### src/rtl/pll_reset_seq.sv
`default_nettype none
// ============================================================================
//  Module      : pll_reset_seq
//  Description : Reset sequencer for the PLL clock domain. Holds the system
//                reset asserted until the PLL lock flag has been stable for a
//                programmable time. Re-enters reset whenever lock is lost in
//                RUN, and counts those lock-loss events for debug.
//  Ports       : clock_i           PLL global-buffer clock (rising edge)
//                reset_i           async active-high reset
//                locked_i          PLL lock flag (asynchronous to clock_i)
//                clear_sticky_i    sync pulse, clears lock_lost_o
//                sys_reset_o       registered active-high system reset
//                sys_reset_n_o     registered complement of sys_reset_o
//                ready_o           registered, high only in RUN
//                lock_lost_o       sticky flag set on every RUN->HOLD exit
//                lock_loss_count_o saturating count of RUN->HOLD exits
//  Revision    : 1.0  initial release
// ============================================================================
module pll_reset_seq #(
    parameter int HOLD_CYCLES   = 16,
    parameter int STABLE_CYCLES = 1024,
    parameter int SYNC_STAGES   = 2,
    parameter int LOSS_CNT_W    = 8
) (
    input  logic                  clock_i,
    input  logic                  reset_i,
    input  logic                  locked_i,
    input  logic                  clear_sticky_i,
    output logic                  sys_reset_o,
    output logic                  sys_reset_n_o,
    output logic                  ready_o,
    output logic                  lock_lost_o,
    output logic [LOSS_CNT_W-1:0] lock_loss_count_o
);

    localparam int CNT_MAX = (HOLD_CYCLES > STABLE_CYCLES) ? HOLD_CYCLES : STABLE_CYCLES;
    localparam int CNT_W   = $clog2(CNT_MAX) + 1;

    localparam logic [CNT_W-1:0]      C_HOLD_LAST   = CNT_W'(HOLD_CYCLES - 1);
    localparam logic [CNT_W-1:0]      C_STABLE_LAST = CNT_W'(STABLE_CYCLES - 1);
    localparam logic [CNT_W-1:0]      C_CNT_ONE     = CNT_W'(1);
    localparam logic [LOSS_CNT_W-1:0] C_LOSS_ONE    = LOSS_CNT_W'(1);

    typedef enum logic [1:0] {
        ST_HOLD      = 2'd0,
        ST_WAIT_LOCK = 2'd1,
        ST_STABILIZE = 2'd2,
        ST_RUN       = 2'd3
    } state_t;

    // ------------------------------------------------------------------
    // Reset release synchroniser: asserts with reset_i, releases after the
    // second rising edge following reset_i deassertion.
    // ------------------------------------------------------------------
    logic [1:0] rst_sync_q;
    logic       rst_int;

    always_ff @(posedge clock_i or posedge reset_i) begin
        if (reset_i) begin
            rst_sync_q <= 2'b11;
        end else begin
            rst_sync_q <= {rst_sync_q[0], 1'b0};
        end
    end

    assign rst_int = rst_sync_q[1];

    // ------------------------------------------------------------------
    // Lock flag synchroniser; only locked_s is used downstream.
    // ------------------------------------------------------------------
    logic [SYNC_STAGES-1:0] lock_sync_q;
    logic                   locked_s;

    always_ff @(posedge clock_i or posedge rst_int) begin
        if (rst_int) begin
            lock_sync_q <= '0;
        end else begin
            lock_sync_q <= {lock_sync_q[SYNC_STAGES-2:0], locked_i};
        end
    end

    assign locked_s = lock_sync_q[SYNC_STAGES-1];

    // ------------------------------------------------------------------
    // Sequencer FSM
    // ------------------------------------------------------------------
    state_t                  state_q, state_d;
    logic [CNT_W-1:0]        cnt_q, cnt_d;
    logic                    loss_evt;
    logic [LOSS_CNT_W-1:0]   loss_cnt_q, loss_cnt_d;
    logic                    lost_q, lost_d;
    logic                    sys_reset_q, sys_reset_n_q, ready_q;

    always_ff @(posedge clock_i or posedge rst_int) begin
        if (rst_int) begin
            state_q       <= ST_HOLD;
            cnt_q         <= '0;
            loss_cnt_q    <= '0;
            lost_q        <= 1'b0;
            sys_reset_q   <= 1'b1;
            sys_reset_n_q <= 1'b0;
            ready_q       <= 1'b0;
        end else begin
            state_q       <= state_d;
            cnt_q         <= cnt_d;
            loss_cnt_q    <= loss_cnt_d;
            lost_q        <= lost_d;
            // Decoded from the next state so the reset output moves on the
            // same edge as the state register.
            sys_reset_q   <= (state_d != ST_RUN);
            sys_reset_n_q <= (state_d == ST_RUN);
            ready_q       <= (state_d == ST_RUN);
        end
    end

    always_comb begin
        state_d  = state_q;
        cnt_d    = cnt_q;
        loss_evt = 1'b0;

        case (state_q)
            ST_HOLD: begin
                if (cnt_q == C_HOLD_LAST) begin
                    state_d = ST_WAIT_LOCK;
                    cnt_d   = '0;
                end else begin
                    cnt_d = cnt_q + C_CNT_ONE;
                end
            end
            ST_WAIT_LOCK: begin
                if (locked_s) begin
                    state_d = ST_STABILIZE;
                    cnt_d   = '0;
                end
            end
            ST_STABILIZE: begin
                // A drop before release is not a loss event; restart the wait.
                if (!locked_s) begin
                    state_d = ST_WAIT_LOCK;
                    cnt_d   = '0;
                end else if (cnt_q == C_STABLE_LAST) begin
                    state_d = ST_RUN;
                    cnt_d   = '0;
                end else begin
                    cnt_d = cnt_q + C_CNT_ONE;
                end
            end
            ST_RUN: begin
                if (!locked_s) begin
                    state_d  = ST_HOLD;
                    cnt_d    = '0;
                    loss_evt = 1'b1;
                end
            end
            default: begin
                state_d = ST_HOLD;
                cnt_d   = '0;
            end
        endcase
    end

    // Loss bookkeeping: the count saturates, and a loss overrides a
    // simultaneous clear request on the sticky flag.
    always_comb begin
        loss_cnt_d = loss_cnt_q;
        lost_d     = lost_q;
        if (loss_evt) begin
            lost_d = 1'b1;
            if (loss_cnt_q != {LOSS_CNT_W{1'b1}}) begin
                loss_cnt_d = loss_cnt_q + C_LOSS_ONE;
            end
        end else if (clear_sticky_i) begin
            lost_d = 1'b0;
        end
    end

    assign sys_reset_o       = sys_reset_q;
    assign sys_reset_n_o     = sys_reset_n_q;
    assign ready_o           = ready_q;
    assign lock_lost_o       = lost_q;
    assign lock_loss_count_o = loss_cnt_q;

endmodule
`default_nettype wire
### config.mk
export PLATFORM = sky130hd
export DESIGN_NAME = pll_reset_seq
export DESIGN_NICKNAME = d
export VERILOG_FILES = /design/src/rtl/pll_reset_seq.sv
export SDC_FILE = /design/constraint.sdc
export NUM_CORES = 1
export LEC_CHECK = 0
export ABC_CLOCK_PERIOD_IN_PS = 1030
export CORE_MARGIN = 5
export CORE_UTILIZATION = 40
export DETAILED_ROUTE_END_ITERATION = 12
export GPL_ROUTABILITY_DRIVEN = 0
export HOLD_SLACK_MARGIN = 0.12
export MAX_ROUTING_LAYER = met4
export SETUP_SLACK_MARGIN = 0.15
export SYNTH_ARGS = -nofsm -noshare
export SYNTH_HDL_FRONTEND = slang
export SYNTH_SLANG_ARGS = --single-unit
### constraint.sdc
create_clock -name clock_i -period 1.03 [get_ports clock_i]
set_clock_uncertainty 0.2 [all_clocks]
set_input_delay 0.2575 -clock clock_i [delete_from_list [all_inputs] [get_ports clock_i]]
set_output_delay 0.2575 -clock clock_i [all_outputs]
set_load 0.02 [all_outputs]
==> implementation parameters, run 1 <==
Parameter                              Value

Setup path
  Kind of cell adding the most delay to the critical path ... simple AND/OR/NAND/NOR gates
  Type of the worst setup path ... flip-flop to flip-flop
  Slowest CP cell ... sky130_fd_sc_hd__or4b_1
  Buffer and inverter count on the worst path ... 0
  Ordered list of cells on the worst path ... ha_2 -> and4b_1 -> a41o_1 -> or4b_1 -> o211ai_1
  Highest fanout seen on the critical path ... 3
  Critical Path Start Type ... flip-flop
  Worst R2R Setup Slack ... -0.78 ns
  Worst EP required ... 1.09 ns
  Data arrival at the endpoint of the critical path ... 1.88 ns
  CP Capture Type ... flip-flop
  Largest incremental delay on the critical path ... 0.47 ns

Layout
  Footprint of the multi-input gates ... 770.7 um^2
  Filler Cells Inserted ... 264
  Fraction of layout instances using a drive strength above 1 ... 57.44%
  N_diodes ... 0
  Filler-free cell count of the finished design ... 241
  Synthesis-to-layout area growth ... 53.08%
  Number of nets in the layout ... 202
  Sequential cell area in the final layout ... 719.4 um^2

Placed design
  Half-perimeter wire length after placement ... 2.312 mm
  Buffers on Ports ... 15
  Place WS ... -0.7819 ns
  Number of cells in the design after placement ... 228

Logic synthesis
  Top cell types by occurrence after synthesis ... 25 x sky130_fd_sc_hd__dfrtp_1, 12 x sky130_fd_sc_hd__nand2_1, 10 x sky130_fd_sc_hd__inv_1
  Share of synthesized registers carrying an async set or reset ... 100.0%
  Synthesized flop and latch total ... 28
  Total nets after synthesis ... 140
  Sequential fraction of the synthesis area ... 49.47%
  Top_reg_cell synth ... sky130_fd_sc_hd__dfrtp_1
  Area of the mapped netlist ... 0.001424 mm^2
  Most repeated cell in the gate-level netlist after synthesis ... sky130_fd_sc_hd__dfrtp_1
  Count of unique library cells instantiated by Yosys ... 39
  Top cell type's share of synthesized area ... 43.94%
  Cell type contributing the most total cell area after synthesis ... sky130_fd_sc_hd__dfrtp_1
  Number of standard cells after synthesis ... 134
  Syn_area_per_cell ... 10.63 um^2
  Number of warnings reported in the yosys synthesis log ... 0
  Number of enable-type register cells in the synthesized netlist ... 0
  Top post-synthesis cells by area ... sky130_fd_sc_hd__dfrtp_1 44%, sky130_fd_sc_hd__dfstp_2 5.5%, sky130_fd_sc_hd__xnor2_1 4.3%

STA
  Final critical-path required period ... 1.812 ns
  Final Setup Violations ... 36
  Crit path setup slack, layout ... -0.7820 ns
  Unrepaired setup endpoints after global routing ... yes
  Setup Total Neg Slack ... -18.24 ns
  Final Cycle Share ... 175.9%
  Fin. max-slew vios ... 0
  Highest achievable clock rate ... 551.9 MHz
  Final-report hold violation count ... 0

Drt
  Metal1 wirelength ... 1.358 mm
  Number of design-rule violations left by the first detailed-router iteration ... 61
  Final wirelength ... 3.197 mm
  Total length of routed met3 wires ... 44 um
  Post-route antenna net violation count ... 0
  Total via count in the routed design ... 1171
  Drt pass-1 iters ... 4
  Via-to-Cell Ratio ... 4.859
  Met2 layer wire length in the routed design ... 1.772 mm
  Top layer in use ... met4
  Post-detailed-route DRC marker count ... 0
  DR WL/cell ... 13.27 um

Die
  Row cnt ... 21
  Die H ... 69.66 um
  Core box area ... 0.003390 mm^2
  Die area ... 0.004853 mm^2
  Width of the die ... 69.66 um
  Starting density of the core ... 42.01%
  IO Pins ... 16

Clocking
  Number of clock buffers inserted by TritonCTS ... 3
  Insertion delay of the later-clocked pin in the worst-skew pair ... 0.33 ns
  TritonCTS clock tree ... yes
  Clock root buffer master ... sky130_fd_sc_hd__clkbuf_4
  Clock transition time at the flip-flop clock pins of the worst setup and hold paths ... 0.16 ns
  Clock net sink count ... 28
  Max Root-Sink Buffers ... 2
  H-tree levels ... 1

Min path
  Path class of the lowest-slack min-delay path ... primary input to async pin

Power
  Maximum vdd ir drop ... 1.160 mV
  Standby leakage power ... 0.9584 nW
  Power density over cell area ... 1738 mW/mm^2

Outcome
  Violations in the final reports ... setup timing
  Run status ... finished with violations

Flow run
  Count of max-cap constraint violations ... 0

GRT
  GRT Total Usage ... 14.35%
  Pin count of the biggest net entering global routing ... 27
  Total overflow reported by the global router ... 0
  First-pass GRT wire length ... 5.623 mm
  Via count of the first global-routing pass ... 1280
  Number of antenna violations at the first check in global routing ... 0
==> state kept, by name (all words and copies together), names as in the netlist <==
register,flops
cnt_q,11
lock_loss_count_o,8
lock_sync_q,2
sys_reset_o,1
ready_o,1
rst_sync_q,2
lock_lost_o,1
state_q,2
==> cell families (layout without fill, tap and decap cells) <==
group / after synthesis / after routing / synth area share, %
xor+xnor: 14 / 14 / 9.139
fa+ha+maj: 2 / 2 / 1.757
buf+inv: 15 / 76 / 6.327
flops: 28 / 28 / 49.47
mux: 1 / 1 / 0.7908
other cells: 1 / 1 / 0.2634
simple gates: 45 / 45 / 17.57
compound gates: 28 / 28 / 14.67
==> through the flow <==
step / hold slack, ns / power (mW) / area, um^2 / util, %
after floorplan: -0.03100 / 2.410 / 1514 / -
after global placement: 0.06971 / 3.016 / 1963 / 57.92
after detailed placement: 0.08672 / 3.074 / 1963 / 57.92
after CTS: 0.01264 / 3.763 / 2132 / 62.90
after global routing: 0.01197 / 4.042 / 2180 / 64.30
final: 0.02095 / 3.789 / 2180 / 64.30
==> repair_timing <==
action | in CTS | in global routing
endpoints found under the hold margin | 27 | 6
setup buffers | 7 | 2
endpoints found under the setup margin | 36 | 36
pin swaps | 12 | 6
resized for setup | 88 | 9
==> worst paths after layout <==
| kind | to | from | cells past startpoint |
|---|---|---|---|
| worst max-delay path | cnt_q[2]$_DFFE_PP0P_ | cnt_q[1]$_DFFE_PP0P_ | 5 |
| worst min-delay path | rst_sync_q[0]$_DFF_PP1_ | reset_i | 2 |
| worst max register to register | cnt_q[2]$_DFFE_PP0P_ | cnt_q[1]$_DFFE_PP0P_ | 5 |
| worst min register to register | cnt_q[6]$_DFFE_PP0P_ | rst_sync_q[1]$_DFF_PP1_ | 2 |
| max in group asynchronous | sys_reset_o$_DFF_PP1_ | rst_sync_q[1]$_DFF_PP1_ | 2 |
| min in group clock_i | rst_sync_q[1]$_DFF_PP1_ | rst_sync_q[0]$_DFF_PP1_ | 0 |
==> report_power, final <==
part | total, mW | switching [mW] | internal (mW)
logic | 1.74 | 0.818 | 0.920
registers | 1.50 | 0.194 | 1.30
clock network | 0.555 | 0.339 | 0.216
==> placed cells by master (no fill, tap or decap), types with 2 or more instances in the layout <==
| cell type | instances |
|---|---|
| sky130_fd_sc_hd__o21ai_1 | 3 |
| sky130_fd_sc_hd__a21oi_1 | 4 |
| sky130_fd_sc_hd__inv_1 | 9 |
| sky130_fd_sc_hd__clkdlybuf4s50_1 | 3 |
| sky130_fd_sc_hd__xor2_1 | 6 |
| sky130_fd_sc_hd__dfrtp_2 | 12 |
| sky130_fd_sc_hd__a211oi_2 | 2 |
| sky130_fd_sc_hd__o211ai_1 | 3 |
| sky130_fd_sc_hd__nand3_1 | 6 |
| sky130_fd_sc_hd__buf_4 | 38 |
| sky130_fd_sc_hd__nand4_1 | 3 |
| sky130_fd_sc_hd__dfstp_2 | 3 |
| sky130_fd_sc_hd__clkbuf_4 | 3 |
| sky130_fd_sc_hd__nand2_1 | 11 |
| sky130_fd_sc_hd__dfrtp_1 | 13 |
| sky130_fd_sc_hd__nand3_2 | 2 |
| sky130_fd_sc_hd__nand2b_1 | 2 |
| sky130_fd_sc_hd__buf_6 | 19 |
| sky130_fd_sc_hd__nor2_2 | 2 |
| sky130_fd_sc_hd__a211oi_1 | 2 |
| sky130_fd_sc_hd__a21oi_2 | 5 |
| sky130_fd_sc_hd__nor2_1 | 3 |
| sky130_fd_sc_hd__xnor2_1 | 6 |
| sky130_fd_sc_hd__nor3_2 | 3 |
==> final cells by class <==
cell class | count | share of cell area [%]
clock buffers | 4 | 1.665
inverters | 10 | 1.894
well taps | 46 | 2.641
flip-flops and latches | 28 | 33.01
repair buffers | 62 | 25.43
multi-input cells | 91 | 35.36
==> routing by layer <==
| metal | vias up | GRT usage (%) |
|---|---|---|
| met2 | 9 | 27.44 |
| met1 | 568 | 15.60 |
| met4 | 0 | 3.617 |
| met5 | - | - |
| met3 | 2 | 1.739 |
| li1 | 592 | - |
Power figures use the tool's default switching activity.
==> run 2, diff against run 1 <==
ABC_CLOCK_PERIOD_IN_PS = 1700   (was 1030)
clock period = 1.7 ns   (was 1.03 ns; I/O delays follow)
==> implementation parameters, run 2 (same netlist as run 1, synthesis figures left out) <==
Parameter                              Value

Outcome
  Run status ... finished with violations
  Violations in the final reports ... setup timing

Layout
  Sequential cell area in the final layout ... 710.7 um^2
  Highest-count cells in the layout ignoring fill and taps ... 38 x sky130_fd_sc_hd__buf_4, 20 x sky130_fd_sc_hd__dfrtp_1, 15 x sky130_fd_sc_hd__buf_6, 12 x sky130_fd_sc_hd__nand2_1, 10 x sky130_fd_sc_hd__inv_1
  Fraction of layout instances using a drive strength above 1 ... 49.21%
  Most common cell after layout, fill and taps aside ... sky130_fd_sc_hd__buf_4
  Footprint of the multi-input gates ... 777.0 um^2
  Post-layout instance area ... 0.002108 mm^2
  N_diodes ... 0
  Largest reg by FF count ... cnt_q
  Filler Cells Inserted ... 272
  Number of nets in the layout ... 198
  Synthesis-to-layout area growth ... 48.07%
  Flip-flop count of the largest register after layout ... 11

Die
  IO Pins ... 16
  Starting density of the core ... 42.01%
  Core box area ... 0.003390 mm^2
  Width of the die ... 69.66 um
  Die area ... 0.004853 mm^2
  Die H ... 69.66 um
  Row cnt ... 21

GRT
  Via count of the first global-routing pass ... 1162
  Pin count of the biggest net entering global routing ... 17
  GRT Total Usage ... 14.09%
  Total overflow reported by the global router ... 0
  Number of antenna violations at the first check in global routing ... 0
  First-pass GRT wire length ... 5.395 mm

STA
  Final critical-path required period ... 1.785 ns
  Highest achievable clock rate ... 560.2 MHz
  Crit path setup slack, layout ... -0.08518 ns
  Fin. max-slew vios ... 0
  Final Cycle Share ... 105.0%
  Final Setup Violations ... 5
  Final-report hold violation count ... 0
  Unrepaired setup endpoints after global routing ... yes
  Setup Total Neg Slack ... -0.2022 ns

Setup path
  Critical R2R Capture ... cnt_q[2]$_DFFE_PP0P_
  Worst R2R Setup Slack ... -0.09 ns
  Critical Path Start Type ... flip-flop
  Data arrival at the endpoint of the critical path ... 1.84 ns
  Type of the worst setup path ... flip-flop to flip-flop
  Worst Reg-to-Reg Cells ... 5
  Highest fanout seen on the critical path ... 3
  CP Capture Type ... flip-flop
  Worst EP required ... 1.75 ns
  R2R Path Start ... cnt_q[0]$_DFFE_PP0P_

Drt
  Number of design-rule violations left by the first detailed-router iteration ... 89
  Total via count in the routed design ... 1169
  Via-to-Cell Ratio ... 4.932
  Post-detailed-route DRC marker count ... 0
  Drt pass-1 iters ... 4
  Final wirelength ... 3.284 mm
  Post-route antenna net violation count ... 0
  DR WL/cell ... 13.86 um

Power
  Power density over cell area ... 1043 mW/mm^2
  Total Power ... 2.200 mW
  Standby leakage power ... 0.9811 nW
  Maximum vdd ir drop ... 0.7096 mV

Clocking
  Clock root buffer master ... sky130_fd_sc_hd__clkbuf_4
  Clock net sink count ... 28
  Max Root-Sink Buffers ... 2
  H-tree levels ... 1
  Clock transition time at the flip-flop clock pins of the worst setup and hold paths ... 0.14 ns
  Number of clock buffers inserted by TritonCTS ... 3
  Insertion delay of the later-clocked pin in the worst-skew pair ... 0.33 ns
  TritonCTS clock tree ... yes

Min path
  Sink of the worst hold path ... lock_sync_q[1]$_DFF_PP0_
  Start point of the worst min-delay path ... lock_sync_q[0]$_DFF_PP0_
  Path class of the lowest-slack min-delay path ... flip-flop to flip-flop
  Hold-critical path depth ... 0

Placed design
  Buffers on Ports ... 15
  DP Area ... 0.001846 mm^2
  Half-perimeter wire length after placement ... 2.196 mm

Flow run
  Count of max-cap constraint violations ... 0
## run 2: repair_timing
action                                 CTS  global route
resized for setup                       83            12
setup endpoints to repair               33            33
pin swaps                                4             5
setup buffers                           12             3
hold buffers                             1             0
endpoints found under the hold margin   25             0
## run 2: critical path: stages, from the launching register on
cell                       delay (ns)
sky130_fd_sc_hd__dfrtp_1         0.40
sky130_fd_sc_hd__ha_2            0.19
sky130_fd_sc_hd__and4b_1         0.19
sky130_fd_sc_hd__a41o_1          0.19
sky130_fd_sc_hd__or4b_1          0.46
sky130_fd_sc_hd__o211ai_1        0.09
## run 2: how the worst max path moves through the flow
| stage | slack (ns) | cells past startpoint | startpoint | end |
|---|---|---|---|---|
| floorplan | -0.09 | 5 | cnt_q[1]$_DFFE_PP0P_ | cnt_q[2]$_DFFE_PP0P_ |
| CTS | -0.09 | 5 | cnt_q[0]$_DFFE_PP0P_ | cnt_q[2]$_DFFE_PP0P_ |
| global route | -0.16 | 5 | cnt_q[0]$_DFFE_PP0P_ | cnt_q[2]$_DFFE_PP0P_ |
| global placement | -0.07 | 5 | cnt_q[1]$_DFFE_PP0P_ | cnt_q[2]$_DFFE_PP0P_ |
| finish | -0.09 | 5 | cnt_q[0]$_DFFE_PP0P_ | cnt_q[2]$_DFFE_PP0P_ |
| detailed placement | -0.09 | 5 | cnt_q[1]$_DFFE_PP0P_ | cnt_q[2]$_DFFE_PP0P_ |
## run 2: area by class of cell
| cell class | instances | share of cell area, % |
|---|---|---|
| well taps | 46 | 2.730 |
| clock buffers | 4 | 1.246 |
| inverters | 10 | 1.780 |
| multi-input cells | 91 | 36.85 |
| repair buffers | 58 | 23.68 |
| flip-flops and latches | 28 | 33.71 |
## run 2: through the flow
step / hold slack (ns) / worst slack, ns / std cells / util, %
2_1_floorplan: 0.1312 / -0.08694 / 134 / -
3_3_place_gp: 0.04725 / -0.07085 / 217 / 54.45
3_5_place_dp: 0.04736 / -0.09478 / 217 / 54.45
4_1_cts: 0.1667 / -0.08819 / 234 / 59.99
5_1_grt: 0.1726 / -0.1635 / 237 / 62.20
6_report: 0.1650 / -0.08518 / 237 / 62.20
## run 2: layer usage
layer  track usage (%)  up-vias  part of all wire [%]
met3             2.609        2                   2.7
met5                 -        -                     0
li1                  -      584                     -
met2             23.20       15                    54
met1             17.21      568                    43
met4             5.319        0                  0.49
## run 2: report_power, final
part | switching [mW] | leakage, nW | total (mW) | internal [mW]
logic | 0.489 | 0.607 | 1.01 | 0.521
clock network | 0.194 | 0.0150 | 0.286 | 0.0920
registers | 0.120 | 0.359 | 0.904 | 0.784
